**src/rtl/fetch_stage_if.sv**
```systemverilog
// Handshake/bus bundle between the fetch stage and its neighbours:
// the ROM, the decode stage and the branch resolution logic.
interface fetch_stage_if #(
  parameter int AW = 5,
  parameter int IW = 32
);
  logic [AW-1:0] pc;
  logic [IW-1:0] instr_in;
  logic          stall;
  logic          pc_src;
  logic [IW-1:0] imm_ext;
  logic [IW-1:0] id_instr;
  logic [AW-1:0] id_pc;
  logic          id_valid;

  modport master (
    output pc, id_instr, id_pc, id_valid,
    input  instr_in, stall, pc_src, imm_ext
  );

  modport slave (
    input  pc, id_instr, id_pc, id_valid,
    output instr_in, stall, pc_src, imm_ext
  );
endinterface

```
**src/rtl/fetch_stage.sv**
```systemverilog
// Instruction-fetch stage: owns the PC, registers ROM data into IF/ID, and
// handles decode stalls and taken-branch redirects with a one-bubble flush.
module fetch_stage #(
  parameter int INSTRUCTION_ADDRESS_WIDTH = 5,
  parameter int DATA_WIDTH = 8,
  parameter logic [INSTRUCTION_ADDRESS_WIDTH-1:0] RESET_PC = '0,
  parameter logic [4*DATA_WIDTH-1:0] NOP_INSTR = 32'h00000013
) (
  input logic           clk,
  input logic           rst,
  fetch_stage_if.master bus
);
  localparam int AW = INSTRUCTION_ADDRESS_WIDTH;
  localparam int IW = 4 * DATA_WIDTH;

  logic [AW-1:0] pc_q, pc_d;
  logic [AW-1:0] id_pc_q, id_pc_d;
  logic [IW-1:0] id_instr_q, id_instr_d;
  logic          id_valid_q, id_valid_d;
  logic          redirect;
  logic [AW-1:0] branch_sum;
  logic [AW-1:0] target;
  logic          unused_imm_high;

  // A branch only counts when the instruction sitting in IF/ID is real.
  assign redirect   = bus.pc_src && id_valid_q;
  assign branch_sum = id_pc_q + bus.imm_ext[AW-1:0];
  assign target     = {branch_sum[AW-1:2], 2'b00};
  assign unused_imm_high = ^bus.imm_ext[IW-1:AW];

  always_comb begin
    pc_d       = pc_q;
    id_pc_d    = id_pc_q;
    id_instr_d = id_instr_q;
    id_valid_d = id_valid_q;
    if (redirect) begin
      pc_d       = target;
      id_instr_d = NOP_INSTR;
      id_valid_d = 1'b0;
    end else if (!bus.stall) begin
      pc_d       = pc_q + AW'(4);
      id_instr_d = bus.instr_in;
      id_pc_d    = pc_q;
      id_valid_d = 1'b1;
    end
  end

  always_ff @(posedge clk) begin
    if (rst) begin
      pc_q       <= RESET_PC;
      id_instr_q <= NOP_INSTR;
      id_pc_q    <= '0;
      id_valid_q <= 1'b0;
    end else begin
      pc_q       <= pc_d;
      id_instr_q <= id_instr_d;
      id_pc_q    <= id_pc_d;
      id_valid_q <= id_valid_d;
    end
  end

  assign bus.pc       = pc_q;
  assign bus.id_instr = id_instr_q;
  assign bus.id_pc    = id_pc_q;
  assign bus.id_valid = id_valid_q;
endmodule

```
**src/flat_wrapper.sv**
```systemverilog
// flat-port wrapper written by rule: the top's interface ports become plain ports
module fetch_stage_flat 
#(
  parameter int INSTRUCTION_ADDRESS_WIDTH = 5,
  parameter int DATA_WIDTH = 8,
  parameter logic [INSTRUCTION_ADDRESS_WIDTH-1:0] RESET_PC = '0,
  parameter logic [4*DATA_WIDTH-1:0] NOP_INSTR = 32'h00000013
)
  (clk, rst, bus_pc, bus_id_instr, bus_id_pc, bus_id_valid, bus_instr_in, bus_stall, bus_pc_src, bus_imm_ext);
  fetch_stage_if bus_i ();
  input logic clk;
  input logic rst;
  output wire logic [$bits(bus_i.pc)-1:0] bus_pc;
  output wire logic [$bits(bus_i.id_instr)-1:0] bus_id_instr;
  output wire logic [$bits(bus_i.id_pc)-1:0] bus_id_pc;
  output wire logic [$bits(bus_i.id_valid)-1:0] bus_id_valid;
  input wire logic [$bits(bus_i.instr_in)-1:0] bus_instr_in;
  input wire logic [$bits(bus_i.stall)-1:0] bus_stall;
  input wire logic [$bits(bus_i.pc_src)-1:0] bus_pc_src;
  input wire logic [$bits(bus_i.imm_ext)-1:0] bus_imm_ext;
  assign bus_pc = bus_i.pc;
  assign bus_id_instr = bus_i.id_instr;
  assign bus_id_pc = bus_i.id_pc;
  assign bus_id_valid = bus_i.id_valid;
  assign bus_i.instr_in = bus_instr_in;
  assign bus_i.stall = bus_stall;
  assign bus_i.pc_src = bus_pc_src;
  assign bus_i.imm_ext = bus_imm_ext;
  fetch_stage #(.INSTRUCTION_ADDRESS_WIDTH(INSTRUCTION_ADDRESS_WIDTH), .DATA_WIDTH(DATA_WIDTH), .RESET_PC(RESET_PC), .NOP_INSTR(NOP_INSTR)) u_core (.clk(clk), .rst(rst), .bus(bus_i));
endmodule
```
**config.mk**
```make
export PLATFORM = sky130hd
export DESIGN_NAME = fetch_stage_flat
export DESIGN_NICKNAME = d
export VERILOG_FILES = /design/src/rtl/fetch_stage_if.sv /design/src/rtl/fetch_stage.sv /design/src/flat_wrapper.sv
export SDC_FILE = /design/constraint.sdc
export NUM_CORES = 1
export LEC_CHECK = 0
export ABC_AREA = 1
export BUFFER_PORTS_ARGS = -buffer_cell sky130_fd_sc_hd__buf_4
export CAP_MARGIN = 25
export CORE_ASPECT_RATIO = 0.5
export CORE_MARGIN = 1
export CORE_UTILIZATION = 40
export CTS_CLUSTER_SIZE = 30
export DETAILED_ROUTE_END_ITERATION = 8
export HOLD_SLACK_MARGIN = 0.03
export PLACE_DENSITY = 0.76
export SYNTH_ARGS = -nofsm -noshare
export SYNTH_HDL_FRONTEND = slang
export SYNTH_SLANG_ARGS = --single-unit
```
**constraint.sdc**
```tcl
create_clock -name clk -period 1.8 [get_ports clk]
set_input_delay 0.18 -clock clk [delete_from_list [all_inputs] [get_ports clk]]
set_output_delay 0.18 -clock clk [all_outputs]
set_load 0.01 [all_outputs]
```
After elaboration in Yosys (flattened, before gate mapping) --
Cells that the tools add are included.
Cells by class: add/subtract/negate cells 2, equal/unequal tests 1, muxes and demuxes 2, bitwise operators 2, reduce and logical (&&, ||, !) cells 3
Operators by type and width (number):
- 5-bit two-way mux | 2
- 5-bit by 3-bit adder with 5-bit output, second input constant | 1
- 5-bit adder | 1
- 2-bit by 1-bit != test with 1-bit output, second input constant | 1
- 1-bit NOT | 2
- 2-bit AND reduction | 1
- 2-bit OR reduction | 1
- 1-bit logical AND | 1
Storage, ports and cells: register bits after elaboration 43, bits of input ports 68, output and inout bits 43, logic and storage cells 15

Logic depth before layout (Yosys ltp) --
Gate-level depths: netlist of run 1.
depth after elaboration 3, depth in mapped cells 8, mapped depth without buffers 7

Least setup slack after synthesis of run 1 --
No wires, ideal clock.
kind register to register, start point reg u_core.id_pc_q[2] (netlist: u_core.bus.id_pc[2]), end point reg u_core.pc_q[4] (netlist: u_core.bus.pc[4]), library setup time 0.070 ns, arrival 1.250 ns, slack 0.481 ns, stages on the path, launching flop included 8, path buffers 0, cell sequence dfxtp_1 > ha_1 > fa_1 > inv_1 > nand2_1 > nand3_1 > nand3_1 > a21oi_1
Between the ends: word-level cells in the longest chain between the ends 2
RTL lines:
- from (decl) | line fetch_stage.sv:17 | logic [AW-1:0] id_pc_q, id_pc_d;
- from (signal assigned) | line fetch_stage.sv:57 | id_pc_q <= id_pc_d;
- 5-bit adder | line fetch_stage.sv:27 | assign branch_sum = id_pc_q + bus.imm_ext[AW-1:0];
- 5-bit two-way mux | line fetch_stage.sv:36 | if (redirect) begin
- to (signal assigned) | line fetch_stage.sv:55 | pc_q <= pc_d;
- to (decl) | line fetch_stage.sv:16 | logic [AW-1:0] pc_q, pc_d;
No other way between the ends. A chain may end at the register's enable or synchronous reset.

Worst setup path after layout of run 1 --
Ends and elaborated chain as after synthesis.

==> impl_results.md, run 1 <==
* Area of the core at between 4000 and 5000 um^2
* Layout net count at 344
* Largest family of logic cells by synthesized area: simple AND/OR/NAND/NOR gates
* Period utilisation layout at 77.1%
* Synth warn at 0
* Die X at between 90 and 100 um
* DRC at 0
* Clock latency at the later pin of the worst-skew pair at about 280 ps
* Post-Synthesis Cells at around 200
* TritonCTS buffer count at 5
* PostCTS Resize Cnt at 0
* Die ar. at about 4600 um^2
* Post-route ant nets at 0
* Crit. End Element: register
* Maximum clock rate at slightly above 0.7 GHz
* First-pass GRT wire length at around 6000 um
* Via count at 1503
* Area growth from synthesis to layout at 34.6%
* Synth Area per Inst at 8.71 um^2
* Initial antenna violation count at 0
* HP Class: input port to register
* Largest net degree at the start of global routing at 38
* Setup Skew at 7.15 ps
* Clock power frac at roughly 29%
* GRT Overall Usage at 16.8%
* Min Tclk post-route at 1390 ps
* CP required at just over 2000 ps
* Average wire per standard cell at approximately 11 um
* DP HPWL at about 2600 um
* Grt ovf at 0
* Hold buffer count at cts at 0
* Sequential cell fraction of total power at around 52%
* Max incr delay on CP at ~420 ps
* Routed Wire Length at between 3000 and 4000 um
* Setup violators final at 0
* Synth Area in XOR/XNOR at 0%
* # diodes at 0
* Max-Cap Viols at 0
* Number of setup buffers added after CTS at 0
* Port Buf Inserts at between 70 and 80
* Pwr/cell area at roughly 790 nW/um^2
* Die height at 48.6 um
* Max Slew Vio Count at 0
* Crit Path Class: register to register
* Comb power frac at ~19%
* Static Leak at about 1.1 nW
* Data arrival, critical path at 1610 ps
* Final hold vios at 0
* Share of layout cells above drive strength 1 at between 40% and 50%
* First-pass iteration count of the detailed router at 4
* Slew margin rel. at between 60% and 70%
* Worst Setup Slack, final at about 410 ps
* Synth Area in Simple Gates at between 20% and 30%
* Switching power at 486 uW
* Area of the mapped netlist at 1730 um^2
* Sw frac at about a quarter
* CP max stage cell: fa_1
* Compound-Gate Fraction of Synth Area at around 17%
* # rows at 16
* Clock transition at path regs at roughly 70 ps
* H-tree levels at 2
* Sequential area share after synthesis at 45.0%
* # IOs at 111
* Initial DRC count at 34
* Cells along the critical path: ha_1, fa_1, inv_1, nand2_1, nand3_1, nand3_1, a21oi_1
* Maximum vdd drop at between 0.3 and 0.4 mV
* FF+latch count, synth at 39
* CP most frequent cell: nand3_1
* Dpl ws at 423 ps
* Initial core utilization at roughly 43%
* Fill cells at roughly 370
* Nature of the critical path startpoint: register
* Setup TNS at 0 ps
* Crit-path max FO at 3
* Int Power at 1.35 mW
* CTS Buffer Depth at 2
* Outcome: complete, no violations
* Reg-to-reg slack, setup at roughly 410 ps
* Clock sink count at 39
* Vias in the first global route at between 1000 and 1500
* Adder-cell area share of the yosys netlist at under 10%
* Vias per std cell at between 4 and 5
* RSZ-0062 raised after global routing: no
* Gpl congestion at between 0.7 and 0.8
* Clk root buf: clkbuf_8
* Post-synth cell types at 23
* Slew @ Worst Pin at between 500 and 600 ps
* Proportion of synthesized area in mux cells at 0%
* CTS tree: built
[registers in the layout, indices dropped and copies added, names as in the netlist]
name / count
u_core.bus.id_valid: 1
u_core.bus.id_instr: 32
u_core.bus.pc: 3
u_core.bus.id_pc: 3
[cell type report]
class | instances | area (um^2) | share of cell area, %
clock buffer | 6 | 72.6 | 3.11
sequential | 39 | 781 | 33.4
multi-input combinational | 138 | 774 | 33.2
timing repair buffer | 78 | 586 | 25.1
inverter | 11 | 53.8 | 2.30
tap | 54 | 67.6 | 2.89
[power groups by stage]
stage | clock (mW) | sequential [mW] | combinational [mW]
final | 0.529 | 0.951 | 0.355
after global routing | 0.590 | 0.957 | 0.390
after CTS | 0.543 | 0.951 | 0.361
after detailed placement | 0 | 0.970 | 0.359
after global placement | 0 | 0.968 | 0.351
after floorplan | 0 | 0.991 | 0.193
[cell families (layout without fill, tap and decap cells)]
| kind of cell | count (synthesis) | after routing |
|---|---|---|
| DFF | 39 | 39 |
| other | 1 | 4 |
| adders and majority gates | 3 | 3 |
| buffers and inverters | 25 | 95 |
| AOI/OAI and AO/OA | 34 | 34 |
| and+or+nand+nor | 97 | 97 |
[critical path: cells and delay by family (launching register included)]
kind | cells | cell delay [ps]
AND/OR/NAND/NOR | 3 | 190
AO/OA/AOI/OAI | 1 | 110
adder cells (fa/ha/maj) | 2 | 610
buffers and inverters | 1 | 90
flip-flops | 1 | 330
[layer usage]
metal | up-vias | GRT usage (%) | wire length [um]
met4 | 0 | 5.30 | 38
met5 | - | 0 | 0
li1 | 762 | - | -
met3 | 4 | 3.14 | 152
met2 | 30 | 31.4 | 1910
met1 | 707 | 19.0 | 1550
[worst paths after layout]
path | start | to | depth (start not counted)
setup reg to reg | u_core.bus.id_pc[2] | u_core.bus.pc[4] | 7
hold reg to reg | u_core.bus.id_instr[20] | u_core.bus.id_instr[20] | 2
hold / removal | rst | u_core.bus.pc[4] | 2
setup / recovery | u_core.bus.id_pc[2] | u_core.bus.pc[4] | 7
[cells in the final DEF (no fill, tap or decap), drive strengths merged]
cell type,n
inv,11
buf,78
nand3,9
nor2,8
ha,2
clkbuf,6
o21ai,3
nand3b,1
nand2,79
conb,4
a21oi,31
fa,1
dfxtp,39
[metrics by stage]
step	hold WS, ps	util (%)	std cells	instance area [um^2]	power [mW]
finish	108	58.0	326	2330	1.84
global route	111	58.0	326	2330	1.94
CTS	104	58.0	326	2330	1.86
detailed placement	400	56.2	320	2260	1.33
global placement	393	56.2	320	2260	1.32
floorplan	249	-	202	1750	1.18
[cell usage after synthesis]
library cell  instances  area, um^2
nand2_1              77         289
dfxtp_1              39         781
a21oi_2              26         228
nand3_1               9        45.0
inv_1                 8        30.0
nor2_1                6        22.5
buf_4                 5        37.5
buf_2                 4        20.0
a21oi_4               3        48.8
buf_12                3        60.1
o21ai_0               3        15.0
a21oi_1               2        10.0
ha_1                  2        25.0
inv_4                 2        12.5
nand2_4               2        22.5
buf_6                 1        11.3
clkbuf_4              1        7.51
conb_1                1        3.75
fa_1                  1        20.0
inv_8                 1        11.3
nand3b_1              1        7.51
nor2_2                1        6.26
nor2_8                1        20.0
(Power assumes the default switching activity.)
==> run 2: changes to the inputs <==
==> constraint.sdc (replaced) <==
create_clock -name clk -period 1.36 [get_ports clk]
set_input_delay 0.136 -clock clk [delete_from_list [all_inputs] [get_ports clk]]
set_output_delay 0.136 -clock clk [all_outputs]
set_load 0.01 [all_outputs]
==> run 2 against run 1 <==
  * Total power rose by 49%
  * Wire length grew 3.9%
  * Combinational power is 37% higher
  * First-iteration DRC count grew 35%
  * Critical endpoint unchanged
  * Largest cell class unchanged
==> impl_results.md, run 2 (synthesized netlist as in run 1, its figures left out) <==
* Outcome: complete, no violations (unchanged)
* Die X at 95.1 um (unchanged)
* # IOs at 111 (unchanged)
* Post-route ant nets at 0 (unchanged)
* Min Tclk post-route at 1290 ps (was 1390 ps)
* CP required at 1580 ps (was 2020 ps)
* Max-Cap Viols at 0 (unchanged)
* Fill cells at 355 (was 369)
* H-tree levels at 2 (unchanged)
* First-pass GRT wire length at 6270 um (was 6180 um)
* Initial core utilization at 43.1% (unchanged)
* Number of setup buffers added after CTS at 0 (unchanged)
* Final hold vios at 0 (unchanged)
* Dpl ws at -16.1 ps (was 423 ps)
* Vias per std cell at 4.62 (was 4.61)
* CTS tree: built (unchanged)
* Reg-to-reg slack, setup at 70 ps (was 410 ps)
* Period utilisation layout at 94.6% (was 77.1%)
* Share of layout cells above drive strength 1 at 46.0% (was 43.8%)
* Maximum vdd drop at 0.623 mV (was 0.321 mV)
* Maximum clock rate at 0.778 GHz (was 0.720 GHz)
* Die ar. at 4620 um^2 (unchanged)
* Largest net degree at the start of global routing at 38 (unchanged)
* CTS Buffer Depth at 2 (unchanged)
* Crit. End Element: register (unchanged)
* R2R Path Start: u_core.bus.id_pc[2] (unchanged)
* Max incr delay on CP at 350 ps (was 420 ps)
* Clock latency at the later pin of the worst-skew pair at 280 ps (about the same)
* Via count at 1524 (was 1503)
* Crit-path max FO at 3 (unchanged)
* Crit Path Class: register to register (unchanged)
* Data arrival, critical path at 1510 ps (was 1610 ps)
* Non-Filler Instances at 330 (was 326)
* TritonCTS buffer count at 5 (unchanged)
* RSZ-0062 raised after global routing: no (unchanged)
* Hold_sp: rst (unchanged)
* Clock transition at path regs at 80 ps (was 70 ps)
* Setup Skew at 5.29 ps (was 7.15 ps)
* # rows at 16 (unchanged)
* Routed Wire Length at 3790 um (was 3650 um)
* Most common cell after layout, fill and taps aside: buf_4 (unchanged)
* Setup violators final at 0 (unchanged)
* CP most frequent cell: nand3_1 (unchanged)
* Grt ovf at 0 (unchanged)
* Nature of the critical path startpoint: register (unchanged)
* Clk root buf: clkbuf_8 (unchanged)
* Vias in the first global route at 1488 (was 1464)
* Area growth from synthesis to layout at 39.2% (was 34.6%)
* Static Leak at 1.11 nW (was 1.07 nW)
* Die height at 48.6 um (unchanged)
* # diodes at 0 (unchanged)
* Setup crit start: u_core.bus.id_pc[2] (unchanged)
* DP HPWL at 2830 um (was 2610 um)
* DRC at 0 (unchanged)
* Cells along the critical path: ha_2, fa_2, inv_1, nand2_1, nand3_1, nand3_1, a21oi_1 (was ha_1, fa_1, inv_1, nand2_1, nand3_1, nand3_1, a21oi_1)
* CP max stage cell: fa_2 (was fa_1)
* Most frequent cells in the layout: buf_4, nand2_1, dfxtp_1, a21oi_2, nand3_1 (unchanged)
* Pwr/cell area at 1130 nW/um^2 (was 786 nW/um^2)
* GRT Overall Usage at 16.9% (was 16.8%)
* Setup TNS at 0 ps (unchanged)
* Initial antenna violation count at 0 (unchanged)
* Worst Setup Slack, final at 73.9 ps (was 412 ps)
* Average wire per standard cell at 11.5 um (was 11.2 um)
* Gpl congestion at 0.755 (was 0.741)
* Area of the core at 4020 um^2 (unchanged)
* Clock sink count at 39 (unchanged)
* First-pass iteration count of the detailed router at 4 (unchanged)
* Max Slew Vio Count at 0 (unchanged)
* Layout net count at 346 (was 344)
* Initial DRC count at 46 (was 34)
* Power Total at 2.73 mW (was 1.84 mW)
* Largest register FFs at 32 (unchanged)
* Port Buf Inserts at 77 (unchanged)
* DP Cell Count at 322 (was 320)
* HP Class: input port to register (unchanged)
## run 2: power by group
group / switching, mW / internal, mW / total [mW]
registers: 0.0459 / 1.21 / 1.26
logic: 0.244 / 0.242 / 0.486
clock network: 0.396 / 0.594 / 0.990
total: 0.686 / 2.05 / 2.73
## run 2: worst max-delay path, delay by kind of cell, from the launching register on
kind | cells | cell delay, ps
simple gates | 3 | 180
fa+ha+maj | 2 | 520
compound gates | 1 | 120
buf+inv | 1 | 80
flops | 1 | 330
## run 2: final cells by class
class	count	area, um^2	share of cell area, %
well taps	54	67.6	2.80
clock buffers	6	82.6	3.42
flip-flops and latches	39	782	32.4
repair buffers	80	613	25.4
multi-input cells	138	779	32.3
clock inverters	2	35.0	1.45
inverters	11	53.8	2.23
## run 2: repair_timing
action	CTS	global route
resized for setup	1	2
setup endpoints to repair	1	2
hold buffers	0	0
## run 2: final timing paths
kind              depth (start not counted)                     end
hold reg to reg                           2  u_core.bus.id_instr[7]
setup / recovery                          7        u_core.bus.pc[4]
hold / removal                            2        u_core.bus.pc[4]
setup reg to reg                          7        u_core.bus.pc[4]
## run 2: per-stage QoR
| step | instance area (um^2) | hold WS [ps] | util, % |
|---|---|---|---|
| 6_report | 2410 | 61.6 | 60.0 |
| 4_1_cts | 2410 | 55.6 | 59.9 |
| 3_5_place_dp | 2290 | 364 | 56.9 |
| 2_1_floorplan | 1750 | 205 | - |
| 3_3_place_gp | 2290 | 348 | 56.9 |
| 5_1_grt | 2410 | 46.0 | 60.0 |
## run 2: per-layer routing
layer	share of wire [%]	track usage, %	routed length [um]
met1	43	20.1	1640
met2	53	31.5	2000
met3	3.8	3.30	143
met4	0.32	3.03	12
met5	0	0	0
